File: config.mk
export PLATFORM = sky130hd
export DESIGN_NAME = aes_round_sequencer
export DESIGN_NICKNAME = d
export VERILOG_FILES = /design/src/rtl/aes_seq_pkg.sv /design/src/rtl/aes_round_sequencer_key_debounce.sv /design/src/rtl/aes_round_sequencer.sv
export SDC_FILE = /design/constraint.sdc
export NUM_CORES = 1
export LEC_CHECK = 0
export ABC_CLOCK_PERIOD_IN_PS = 3100
export CORE_MARGIN = 5
export CORE_UTILIZATION = 36
export DETAILED_ROUTE_END_ITERATION = 6
export PLACE_DENSITY = 0.62
export SLEW_MARGIN = 30
export SYNTH_ARGS = -nofsm -noshare
export SYNTH_HDL_FRONTEND = slang
export SYNTH_SLANG_ARGS = --single-unit
File: constraint.sdc
create_clock -name clk -period 3.1 [get_ports clk]
set_input_delay 0.465 -clock clk [delete_from_list [all_inputs] [get_ports clk]]
set_output_delay 0.465 -clock clk [all_outputs]
set_load 0.02 [all_outputs]
File: src/rtl/aes_seq_pkg.sv
// Shared types and constants for the AES round sequencer front end.
// Holds the FSM state codes, key-size mode encodings, Nr constants and
// the mode -> Nr helpers used by the top.
package aes_seq_pkg;

  localparam int unsigned ROUND_W = 5;
  localparam int unsigned NR_W    = 4;
  localparam int unsigned MODE_W  = 2;
  localparam int unsigned STATE_W = 2;

  typedef logic [STATE_W-1:0] state_t;
  typedef logic [MODE_W-1:0]  mode_t;

  // Sequencer states
  localparam state_t ST_IDLE    = 2'd0;
  localparam state_t ST_ENCRYPT = 2'd1;
  localparam state_t ST_DECRYPT = 2'd2;
  localparam state_t ST_DONE    = 2'd3;

  // Key-size modes as latched (switch code 11 folds onto AES-128)
  localparam mode_t MODE_128 = 2'd0;
  localparam mode_t MODE_192 = 2'd1;
  localparam mode_t MODE_256 = 2'd2;

  localparam logic [NR_W-1:0] NR_128 = NR_W'(10);
  localparam logic [NR_W-1:0] NR_192 = NR_W'(12);
  localparam logic [NR_W-1:0] NR_256 = NR_W'(14);

  // Fold the raw switch code onto one of the three legal modes
  function automatic mode_t norm_mode(input logic [MODE_W-1:0] sw);
    return (sw == 2'b11) ? MODE_128 : mode_t'(sw);
  endfunction

  // Number of cipher rounds for a latched mode
  function automatic logic [NR_W-1:0] nr_of_mode(input mode_t m);
    case (m)
      MODE_192: return NR_192;
      MODE_256: return NR_256;
      default:  return NR_128;
    endcase
  endfunction

endpackage

File: src/rtl/aes_round_sequencer_key_debounce.sv
// Pushbutton conditioner: synchroniser, debounce counter and press detect.
// Ports:
//   clk, rst  - system clock, async active-high reset
//   key_n     - raw active-low pushbutton (asynchronous, bouncy)
//   press     - registered one-cycle pulse on each debounced press
module key_debounce #(
  parameter int unsigned DEBOUNCE_CYCLES = 500000,
  parameter int unsigned SYNC_STAGES     = 2
) (
  input  logic clk,
  input  logic rst,
  input  logic key_n,
  output logic press
);

  localparam int unsigned CNT_W   = (DEBOUNCE_CYCLES > 1) ? $clog2(DEBOUNCE_CYCLES) : 1;
  localparam int unsigned FLUSH_W = $clog2(SYNC_STAGES + 1);
  localparam logic [CNT_W-1:0]   CNT_LAST   = CNT_W'(DEBOUNCE_CYCLES - 1);
  localparam logic [FLUSH_W-1:0] FLUSH_DONE = FLUSH_W'(SYNC_STAGES);

  logic [SYNC_STAGES-1:0] sync_q;
  logic                   synced;
  logic                   level;
  logic [CNT_W-1:0]       cnt;
  logic [FLUSH_W-1:0]     flush;
  logic                   armed;

  assign synced = sync_q[SYNC_STAGES-1];

  // Metastability synchroniser, reset to the released level
  always_ff @(posedge clk or posedge rst) begin
    if (rst) begin
      sync_q <= '1;
    end else begin
      sync_q <= {sync_q[SYNC_STAGES-2:0], key_n};
    end
  end

  // Debounce and press detect. Presses are armed only once a genuine
  // released sample has been seen after reset, so a key held through
  // reset must be released before it can step the sequencer. The flush
  // counter skips the samples that are still the synchroniser reset value.
  always_ff @(posedge clk or posedge rst) begin
    if (rst) begin
      level <= 1'b1;
      cnt   <= '0;
      flush <= '0;
      armed <= 1'b0;
      press <= 1'b0;
    end else begin
      press <= 1'b0;
      if (flush != FLUSH_DONE) begin
        flush <= flush + FLUSH_W'(1);
      end
      if ((flush == FLUSH_DONE) && synced && level) begin
        armed <= 1'b1;
      end
      if (synced == level) begin
        cnt <= '0;
      end else if (cnt == CNT_LAST) begin
        level <= synced;
        cnt   <= '0;
        press <= armed & ~synced;
      end else begin
        cnt <= cnt + CNT_W'(1);
      end
    end
  end

endmodule

File: src/rtl/aes_round_sequencer.sv
// Debounced-pushbutton round sequencer for the AES demo top: walks the
// round counter through encrypt (1..Nr) then decrypt (Nr..2*Nr).
// Ports:
//   clk, rst    - system clock, async active-high reset
//   key_n       - raw active-low step pushbutton
//   sw_mode     - key-size switches, sampled on the first press of a run
//   step_pulse  - one-cycle strobe in the cycle round advances
//   round       - current round 0..2*nr
//   nr, mode    - latched Nr and key-size mode
//   enc_en      - round <= nr
//   dec_en      - round >= nr
//   done        - run complete, next press returns to idle
module aes_round_sequencer
  import aes_seq_pkg::*;
#(
  parameter int unsigned DEBOUNCE_CYCLES = 500000,
  parameter int unsigned SYNC_STAGES     = 2
) (
  input  logic               clk,
  input  logic               rst,
  input  logic               key_n,
  input  logic [MODE_W-1:0]  sw_mode,
  output logic               step_pulse,
  output logic [ROUND_W-1:0] round,
  output logic [NR_W-1:0]    nr,
  output logic [MODE_W-1:0]  mode,
  output logic               enc_en,
  output logic               dec_en,
  output logic               done
);

  logic press;

  state_t             state_q, state_d;
  logic [ROUND_W-1:0] round_d;
  logic [NR_W-1:0]    nr_d;
  mode_t              mode_d;
  logic               step_d, done_d, enc_d, dec_d;

  key_debounce #(
    .DEBOUNCE_CYCLES(DEBOUNCE_CYCLES),
    .SYNC_STAGES    (SYNC_STAGES)
  ) u_key_debounce (
    .clk  (clk),
    .rst  (rst),
    .key_n(key_n),
    .press(press)
  );

  // State and registered outputs
  always_ff @(posedge clk or posedge rst) begin
    if (rst) begin
      state_q    <= ST_IDLE;
      round      <= '0;
      nr         <= NR_128;
      mode       <= MODE_128;
      step_pulse <= 1'b0;
      done       <= 1'b0;
      enc_en     <= 1'b1;
      dec_en     <= 1'b0;
    end else begin
      state_q    <= state_d;
      round      <= round_d;
      nr         <= nr_d;
      mode       <= mode_d;
      step_pulse <= step_d;
      done       <= done_d;
      enc_en     <= enc_d;
      dec_en     <= dec_d;
    end
  end

  // Next state and next output values
  always_comb begin
    state_d = state_q;
    round_d = round;
    nr_d    = nr;
    mode_d  = mode;
    step_d  = 1'b0;
    done_d  = done;
    if (press) begin
      case (state_q)
        ST_IDLE: begin
          mode_d  = norm_mode(sw_mode);
          nr_d    = nr_of_mode(mode_d);
          round_d = ROUND_W'(1);
          step_d  = 1'b1;
          state_d = (round_d == ROUND_W'(nr_d)) ? ST_DECRYPT : ST_ENCRYPT;
        end
        ST_ENCRYPT: begin
          round_d = round + ROUND_W'(1);
          step_d  = 1'b1;
          if (round_d == ROUND_W'(nr)) begin
            state_d = ST_DECRYPT;
          end
        end
        ST_DECRYPT: begin
          round_d = round + ROUND_W'(1);
          step_d  = 1'b1;
          if (round_d == {nr, 1'b0}) begin
            state_d = ST_DONE;
            done_d  = 1'b1;
          end
        end
        default: begin
          round_d = '0;
          done_d  = 1'b0;
          state_d = ST_IDLE;
        end
      endcase
    end
    // Enables track the round value being registered alongside them
    enc_d = (round_d <= ROUND_W'(nr_d));
    dec_d = (round_d >= ROUND_W'(nr_d));
  end

endmodule
### Word level (Yosys, flattened, before mapping)

Cells that the tools add are included.

| word-level totals | value |
|---|---|
| bits in registers | 43 |
| input bits | 5 |
| output and inout port bits | 15 |
| word-level logic and storage cells | 67 |

| cells by class | value |
|---|---|
| add/subtract/negate cells | 3 |
| $lt $le $gt $ge | 2 |
| eq/ne operators | 14 |
| mux-type cells | 20 |
| bitwise gates (word level) | 4 |
| reduce and logical (&&, ||, !) cells | 10 |

Operators with widths:

| cell | number |
|---|---|
| 19-bit 2-to-1 mux | 2 |
| 19-bit by 1-bit adder with 19-bit output, second input constant | 1 |
| 19-bit equality test, second input constant | 1 |
| 4-bit 2-to-1 mux | 4 |
| 5-bit case mux with 2 select lines | 1 |
| 2-bit equality test, second input constant | 4 |
| 2-bit 2-to-1 mux | 4 |
| 2-bit != test, second input constant | 3 |
| 2-bit case mux with 3 select lines | 1 |
| 3-bit case mux with 2 select lines | 1 |
| 3-bit AND reduction | 2 |
| 5-bit by 1-bit adder with 5-bit output, second input constant | 1 |
| 5-bit by 4-bit equality test with 1-bit output | 1 |
| 5-bit equality test | 1 |
| 5-bit by 4-bit greater-or-equal comparator with 1-bit output | 1 |
| 5-bit by 4-bit <= comparator with 1-bit output | 1 |
| 1-bit 2-to-1 mux | 5 |
| 5-bit 2-to-1 mux | 1 |
| 1-bit by 4-bit equality test with 1-bit output, first input constant | 1 |
| 2-bit by 1-bit equality test with 1-bit output, second input constant | 2 |
| 2-bit AND reduction | 2 |
| 2-bit OR reduction | 2 |
| 1-bit inverter | 3 |
| 3-bit OR reduction | 1 |
| other kinds (6) | 7 |

### Longest topological paths before layout

Gate-level depths: netlist of the first run.

| logic depth | value |
|---|---|
| word-level depth | 9 |
| mapped depth | 11 |
| mapped depth without buffers | 11 |

### Cells and area by module

A second synthesis of the first run with hierarchy kept.

| unflattened totals | value |
|---|---|
| cell total of the unflattened synthesis | 214 |
| area, all modules | 2321.0 um^2 |

By module, submodules not included:

| module | times used | cells an instance | area an instance (um^2) |
|---|---|---|---|
| key_debounce | 1 | 111 | 1247.4 |
| aes_round_sequencer | 1 | 103 | 1073.5 |

### Worst setup path after synthesis of the first run

OpenSTA, ideal clock, no wires.

| timing | value |
|---|---|
| path type | register -> register |
| from | register round[0] |
| to | register state_q[1] |
| data arrival time | 2162 ps |
| path slack | 811 ps |
| stages on the path, launching flop included | 7 |
| buffers on the path | 0 |
| path through | dfrtp_1 > ha_1 > nand3_1 > xnor3_1 > or4_4 > a2bb2oi_4 > mux2_1 |

| between the ends | value |
|---|---|
| word-level cells in the longest chain between the ends | 4 |

Ends and longest elaborated chain:

| what | RTL line | RTL |
|---|---|---|
| start, declared | aes_round_sequencer.sv:24 | `output logic [ROUND_W-1:0] round,` |
| start signal, assigned | aes_round_sequencer.sv:63 | `round <= round_d;` |
| 5-bit by 1-bit adder with 5-bit output (*) | aes_round_sequencer.sv:91, aes_round_sequencer.sv:98 |  |
| 5-bit by 4-bit equality test with 1-bit output or 5-bit equality test (tied branches) | aes_round_sequencer.sv:93, aes_round_sequencer.sv:100 |  |
| 2-bit != test (no source line) | n/a |  |
| 3-bit AND reduction (no source line) (*) | n/a |  |
| end signal, assigned | aes_round_sequencer.sv:62 | `state_q <= state_d;` |
| end, declared | aes_round_sequencer.sv:34 | `state_t state_q, state_d;` |

Every way passes the cells marked *; elsewhere a longest branch is shown, timed or not.
A chain may end at the register's enable or synchronous reset.

### Final worst setup path of the first run

| timing | value |
|---|---|
| from | register state_q[0] |
| to | register dec_en |

| between the ends | value |
|---|---|
| word-level cells in the longest chain between the ends | 5 |

Ends and longest elaborated chain:

| what | RTL line | RTL |
|---|---|---|
| 2-bit equality test or 2-bit by 1-bit equality test with 1-bit output (tied branches) | aes_round_sequencer.sv:82 | `case (state_q)` |
| 2-bit OR reduction (no source line) | n/a |  |
| 5-bit case mux with 2 select lines | aes_round_sequencer.sv:82 |  |
| 5-bit 2-to-1 mux | aes_round_sequencer.sv:81 | `if (press) begin` |
| 5-bit by 4-bit greater-or-equal comparator with 1-bit output (*) | aes_round_sequencer.sv:114 | `dec_d = (round_d >= ROUND_W'(nr_d));` |
| net dec_d | aes_round_sequencer.sv:38 | `logic step_d, done_d, enc_d, dec_d;` |
| end signal, assigned | aes_round_sequencer.sv:60 | `dec_en <= 1'b0;` |
| end signal, assigned | aes_round_sequencer.sv:69 | `dec_en <= dec_d;` |
| end, declared | aes_round_sequencer.sv:28 | `output logic dec_en,` |

The timed path passes the listed nets; every way through them passes the cells marked *.

==> results of run 1 <==
## power groups by stage
stage | combinational (mW) | sequential [mW] | clock, mW
6_report | 0.0363 | 0.572 | 0.345
4_1_cts | 0.0382 | 0.572 | 0.360
3_5_place_dp | 0.0381 | 0.583 | 0
3_3_place_gp | 0.0372 | 0.583 | 0
2_1_floorplan | 0.0211 | 0.584 | 0
5_1_grt | 0.0431 | 0.574 | 0.381
## final cells by class
type / count / share of cell area, %
Clock buffer: 5 / 2.63
Clock inverter: 3 / 0.574
Inverter: 15 / 2.20
Multi-Input combinational cell: 151 / 42.0
Sequential cell: 43 / 41.4
Tap cell: 75 / 3.59
Timing Repair Buffer: 20 / 7.56
## cells in the mapped netlist, drive strengths merged, types with 2 or more instances
cell / number
ha: 14
nor2: 23
xnor2: 20
dfstp: 6
xor2: 10
o31ai: 2
nor4: 2
buf: 2
a21oi: 2
nor3b: 3
nor2b: 3
and3: 4
and4: 2
mux2: 4
nand3b: 2
o21ai: 8
nor3: 3
a2bb2oi: 2
nand4: 3
o21a: 2
nor4b: 2
inv: 15
nand2b: 4
and2: 2
dfrtp: 37
nand3: 10
nand2: 15
## flip-flops by register name, summed over array words and instances (netlist names), 2 cells and up
name,count
u_key_debounce.cnt,19
u_key_debounce.flush,2
mode,2
nr,4
u_key_debounce.sync_q,2
round,5
state_q,2
## cells in the final DEF, fill, tap and decap left out, types with 5 or more instances in the layout
master,instances
nand3_1,10
nor2_1,23
inv_1,14
ha_1,14
o21ai_0,7
xnor2_1,20
clkbuf_8,5
dfrtp_1,37
nand2_1,15
clkdlybuf4s50_1,19
xor2_1,10
dfstp_2,6
## worst paths after layout
check	cells after the start	end	start	slack (ps)
min reg2reg	0	u_key_debounce.sync_q[1]$_DFF_PP1_	u_key_debounce.sync_q[0]$_DFF_PP1_	360
max in group asynchronous	3	u_key_debounce.cnt[12]$_DFF_PP0_	rst	2040
min in group asynchronous	2	u_key_debounce.flush[0]$_DFFE_PP0P_	rst	490
min	0	u_key_debounce.sync_q[1]$_DFF_PP1_	u_key_debounce.sync_q[0]$_DFF_PP1_	360
max reg2reg	10	dec_en$_DFF_PP0_	state_q[0]$_DFFE_PP0P_	580
max	10	dec_en$_DFF_PP0_	state_q[0]$_DFFE_PP0P_	580
## through the flow
| step | instances | area (µm²) | utilization, % | hold WS (ps) |
|---|---|---|---|---|
| 4_1_cts | 312 | 2620 | 43.7 | 359 |
| 6_report | 312 | 2620 | 43.7 | 358 |
| 3_3_place_gp | 304 | 2530 | 42.2 | 347 |
| 2_1_floorplan | 212 | 2250 | - | 345 |
| 5_1_grt | 312 | 2620 | 43.7 | 360 |
| 3_5_place_dp | 304 | 2530 | 42.3 | 348 |
## metal layers
| layer | share of wire, % | vias up |
|---|---|---|
| met4 | 1.5 | 0 |
| met2 | 47 | 21 |
| met5 | 0 | - |
| li1 | - | 758 |
| met3 | 4.1 | 7 |
| met1 | 47 | 730 |
## cell families after synthesis
group | after synthesis | share of synthesized area [%]
DFF | 43 | 48.1
muxes | 5 | 2.44
adders and majority gates | 14 | 7.78
and+or+nand+nor | 82 | 19.5
xor gates and xnor gates | 31 | 12.7
buffers and inverters | 18 | 3.11
AOI/OAI and AO/OA | 19 | 6.39
==> impl_metrics.toml, run 1 <==
[outcome]
outcome = "finished, final reports clean"

[floorplanning]
core.rowCount = 28
die_h_um = 89.1
die_w_um = 89.1
initial_core_util_pct = 37.6
num_io_pins = 20
fp.dieArea_um2 = 7940
core_um2 = 5990

[global_routing]
grt_util_met1_pct = 14.5
busiest_layer = "met2"
grt_util_met3_pct = 2.49
grt_pass1_vias = 1513
antenna_found_initial = 0
grt-ovfl-total = 0
grt_pass1_wl_um = 6980
grt_usage_pct = 11.2
use_met2_pct = 18.4
grt_start_max_net_pins = 31

[setup_path]
max_stage_delay_ps = 420
crit_chain = "inv_1, ha_1, nand2_1, o21a_1, ha_1, nor2b_1, o21ai_0, nand2b_1, a21o_1, or3b_1"
slowest_stage = "dfrtp_1"
crit_required_ps = 3280
cp.arrival_ps = 2700
cp-end-kind = "flip-flop"
cp_top_family = "simple AND/OR/NAND/NOR gates"
crit_fanout = 8
critical_path_class = "reg -> reg"
start_kind = "flip-flop"
critPathBufInv = 1
cpMostUsedCell = "ha_1"

[sta]
maxSlewViolCount = 0
skew_ps = 9.51
rsz0062_at_grt = "false"
fin_crit_ps = 2520
final_hold_viol_count = 0
setup_slack_ps = 578
worstMarginPinSlew_ps = 626
clock.fmax_mhz = 396
setup_viol = 0
slew-limit-headroom_pct = 58.2
period_share_pct = 81.4
finalSetupTns_ps = 0

[route]
vias = 1516
first_pass_iters = 4
drc = 0
ant_nets = 0
vias_per_cell = 4.86
post_drt_wl_per_cell_um = 12.3
first_iter_violations = 40
routed_wl_um = 3820

[cells_and_area]
n_fill_cell = 589
antenna_cells = 0
nets = 255
syn_to_final_growth_pct = 16.1
drive_gt1_share_pct = 10.5
seq_area_um2 = 1080
multi_input_area_um2 = 1100

[synth]
synth_top_area_share_pct = 41.1
synth_area_um2 = 2250
synth_area_leaders = "dfrtp_1, ha_1, xnor2_1"
yosysUniqueCellTypes = 41
yosysWarnings = 0
ys_ff_latch = 43
ys_seq_area_share_pct = 48.1
synth_edf_count = 0
ys_async_sr_fraction_pct = 100
netlist_instances = 212
synth_area_per_cell_um2 = 10.6
synth.largest_area_cell = "dfrtp_1"
synth_ff_type = "dfrtp_1"
synth.net_count = 231

[clock_tree]
htreeDepth = 2
ctsHoldBuffers = 0
cts-root-buf = "clkbuf_8"
clock_path_buffers = 2
post_cts.resized_instances = 0
cts_tree = "yes"
path_clk_slew_ps = 90
post-cts-setup-buffer-count = 0
clock_sinks = 43
clkLatencyLatePin_ps = 300
cts_buffers = 5

[power_and_ir_drop]
p_per_area_nw_per_um2 = 365
p_sw_share_pct = 22.8
power_switching_mw = 0.218
power_frac_comb_pct = 3.8
ir_drop_uv = 226
pwr-share-clk_pct = 36.2
p_total_mw = 0.953
p_int_mw = 0.736
p_leak_nw = 1.17
power.share.sequential_pct = 60.0

[min_path]
hold_class = "reg -> reg"

[placed_design]
gp_congestion = 0.742
dp_hpwl_um = 2790
post-place-ws_ps = 413
numPortBuffers = 19

[run]
maxCapViolations = 0
(Power assumes the default switching activity.)
==> inputs of run 2 (changes only) <==
--- a/config.mk
+++ b/config.mk
@@ -5,7 +5,7 @@
 export SDC_FILE = /design/constraint.sdc
 export NUM_CORES = 1
 export LEC_CHECK = 0
-export ABC_CLOCK_PERIOD_IN_PS = 3100
+export ABC_CLOCK_PERIOD_IN_PS = 2340
 export CORE_MARGIN = 5
 export CORE_UTILIZATION = 36
 export DETAILED_ROUTE_END_ITERATION = 6
==> constraint.sdc (replaced) <==
create_clock -name clk -period 2.34 [get_ports clk]
set_input_delay 0.351 -clock clk [delete_from_list [all_inputs] [get_ports clk]]
set_output_delay 0.351 -clock clk [all_outputs]
set_load 0.02 [all_outputs]
==> run 2 against run 1 <==
  * Clock skew is 3.6 ps lower
  * Die area stayed put
  * Global-route usage is 0.17 points higher
  * Hold slack better by 2.1 ps
  * Largest power group unchanged
  * Setup slack worse by 460 ps
  * Utilization is 4.5 points higher
==> impl_metrics.toml, run 2 (synthesis results as in run 1) <==
[sta]
skew_ps = 5.92
worstMarginPinSlew_ps = 549
finalSetupTns_ps = 0
period_share_pct = 95.1
fin_crit_ps = 2230
final_hold_viol_count = 0
worst_hold_slack_ps = 360
clock.fmax_mhz = 449
setup_viol = 0
slew-limit-headroom_pct = 63.4
setup_slack_ps = 114
maxSlewViolCount = 0

[power_and_ir_drop]
p_total_mw = 1.49
ir_drop_uv = 310
p_per_area_nw_per_um2 = 517
p_leak_nw = 1.31

[placed_design]
dp_hpwl_um = 2990
post-place-ws_ps = -231
gp_congestion = 0.770
dp_cells = 324
place_area_um2 = 2680
numPortBuffers = 19

[clock_tree]
cts_tree = "yes"
path_clk_slew_ps = 80
clkLatencyLatePin_ps = 290
clock_path_buffers = 2
clock_sinks = 43
ctsHoldBuffers = 0
cts_buffers = 5
cts-root-buf = "clkbuf_8"
htreeDepth = 2

[route]
first_iter_violations = 41
first_pass_iters = 4
vias = 1603
drc = 0
ant_nets = 0
routed_wl_um = 4150
post_drt_wl_per_cell_um = 12.4
vias_per_cell = 4.79

[global_routing]
grt-ovfl-total = 0
antenna_found_initial = 0
grt_start_max_net_pins = 44
grt_usage_pct = 11.4
grt_pass1_wl_um = 7130
grt_pass1_vias = 1608

[floorplanning]
die_w_um = 89.1
initial_core_util_pct = 37.6
die_h_um = 89.1
fp.dieArea_um2 = 7940
core_um2 = 5990
core.rowCount = 28
num_io_pins = 20

[setup_path]
critPathLaunch = "state_q[1]$_DFFE_PP0P_"
cp-end-kind = "flip-flop"
cp.arrival_ps = 2400
crit_required_ps = 2510
r2r-start = "state_q[1]$_DFFE_PP0P_"
critical_path_class = "reg -> reg"
max_stage_delay_ps = 400
reg2reg_slack_ps = 110
slowest_stage = "dfrtp_1"
start_kind = "flip-flop"
crit_chain = "inv_2, ha_4, nand2b_4, buf_4, o21ai_0, nand2_1, o31ai_2, ha_1, a21o_1, or3b_1"
crit_fanout = 4

[cells_and_area]
largest_reg_flops = 19
layout_common_cells = "dfrtp_1, buf_4, nor2_1, xnor2_1, clkdlybuf4s50_1"
final_cell_area_um2 = 2880
drive_gt1_share_pct = 21.9
antenna_cells = 0
layoutNonFillerInstCount = 335
top_register = "u_key_debounce.cnt"
layout_commonest_cell = "dfrtp_1"
nets = 278
syn_to_final_growth_pct = 28.0
final_util_pct = 48.1
top_regs = "u_key_debounce.cnt: 19 flops, round: 5 flops, nr: 4 flops"

[outcome]
outcome = "finished, final reports clean"

[min_path]
hp-start = "u_key_debounce.sync_q[0]$_DFF_PP1_"
hold_class = "reg -> reg"

[run]
maxCapViolations = 0
-- run 2: critical path, delay by kind of cell, from the launching register on --
kind	cells	cell delay, ps
buf+inv	2	200
compound gates	3	420
fa+ha+maj	2	580
simple gates	3	490
flops	1	400
-- run 2: metal layers --
layer	part of all wire, %	vias up	track usage, %
li1	-	804	-
met1	47	771	13.7
met2	48	20	19.6
met3	3.6	8	2.76
met4	1.9	0	4.19
met5	0	-	0
-- run 2: power breakdown --
group / switching [mW] / internal (mW)
registers: 0.00615 / 0.752
clock network: 0.253 / 0.427
logic: 0.0308 / 0.0211
-- run 2: repair_timing --
action | in CTS | in global routing
pin swaps | 0 | 5
endpoints found under the hold margin | 0 | 0
endpoints found under the setup margin | 1 | 1
gates resized for setup | 4 | 11
buffers inserted | 1 | 2
-- run 2: area by class of cell --
type	count	area (µm²)
timing repair buffer	43	370
tap	75	93.8
clock inverter	2	60.1
fill	536	3110
inverter	15	56.3
multi-input combinational	151	1150
clock buffer	6	72.6
sequential	43	1080
-- run 2: path summary, 6_finish.rpt --
check                                                          end  depth (start not counted)
worst min register to register  u_key_debounce.sync_q[1]$_DFF_PP1_                          0
max in group asynchronous         u_key_debounce.level$_DFFE_PP1P_                          3
worst max register to register                    dec_en$_DFF_PP0_                         10
worst max-delay path                              dec_en$_DFF_PP0_                         10
min in group asynchronous                     step_pulse$_DFF_PP0_                          3
worst min-delay path            u_key_debounce.sync_q[1]$_DFF_PP1_                          0
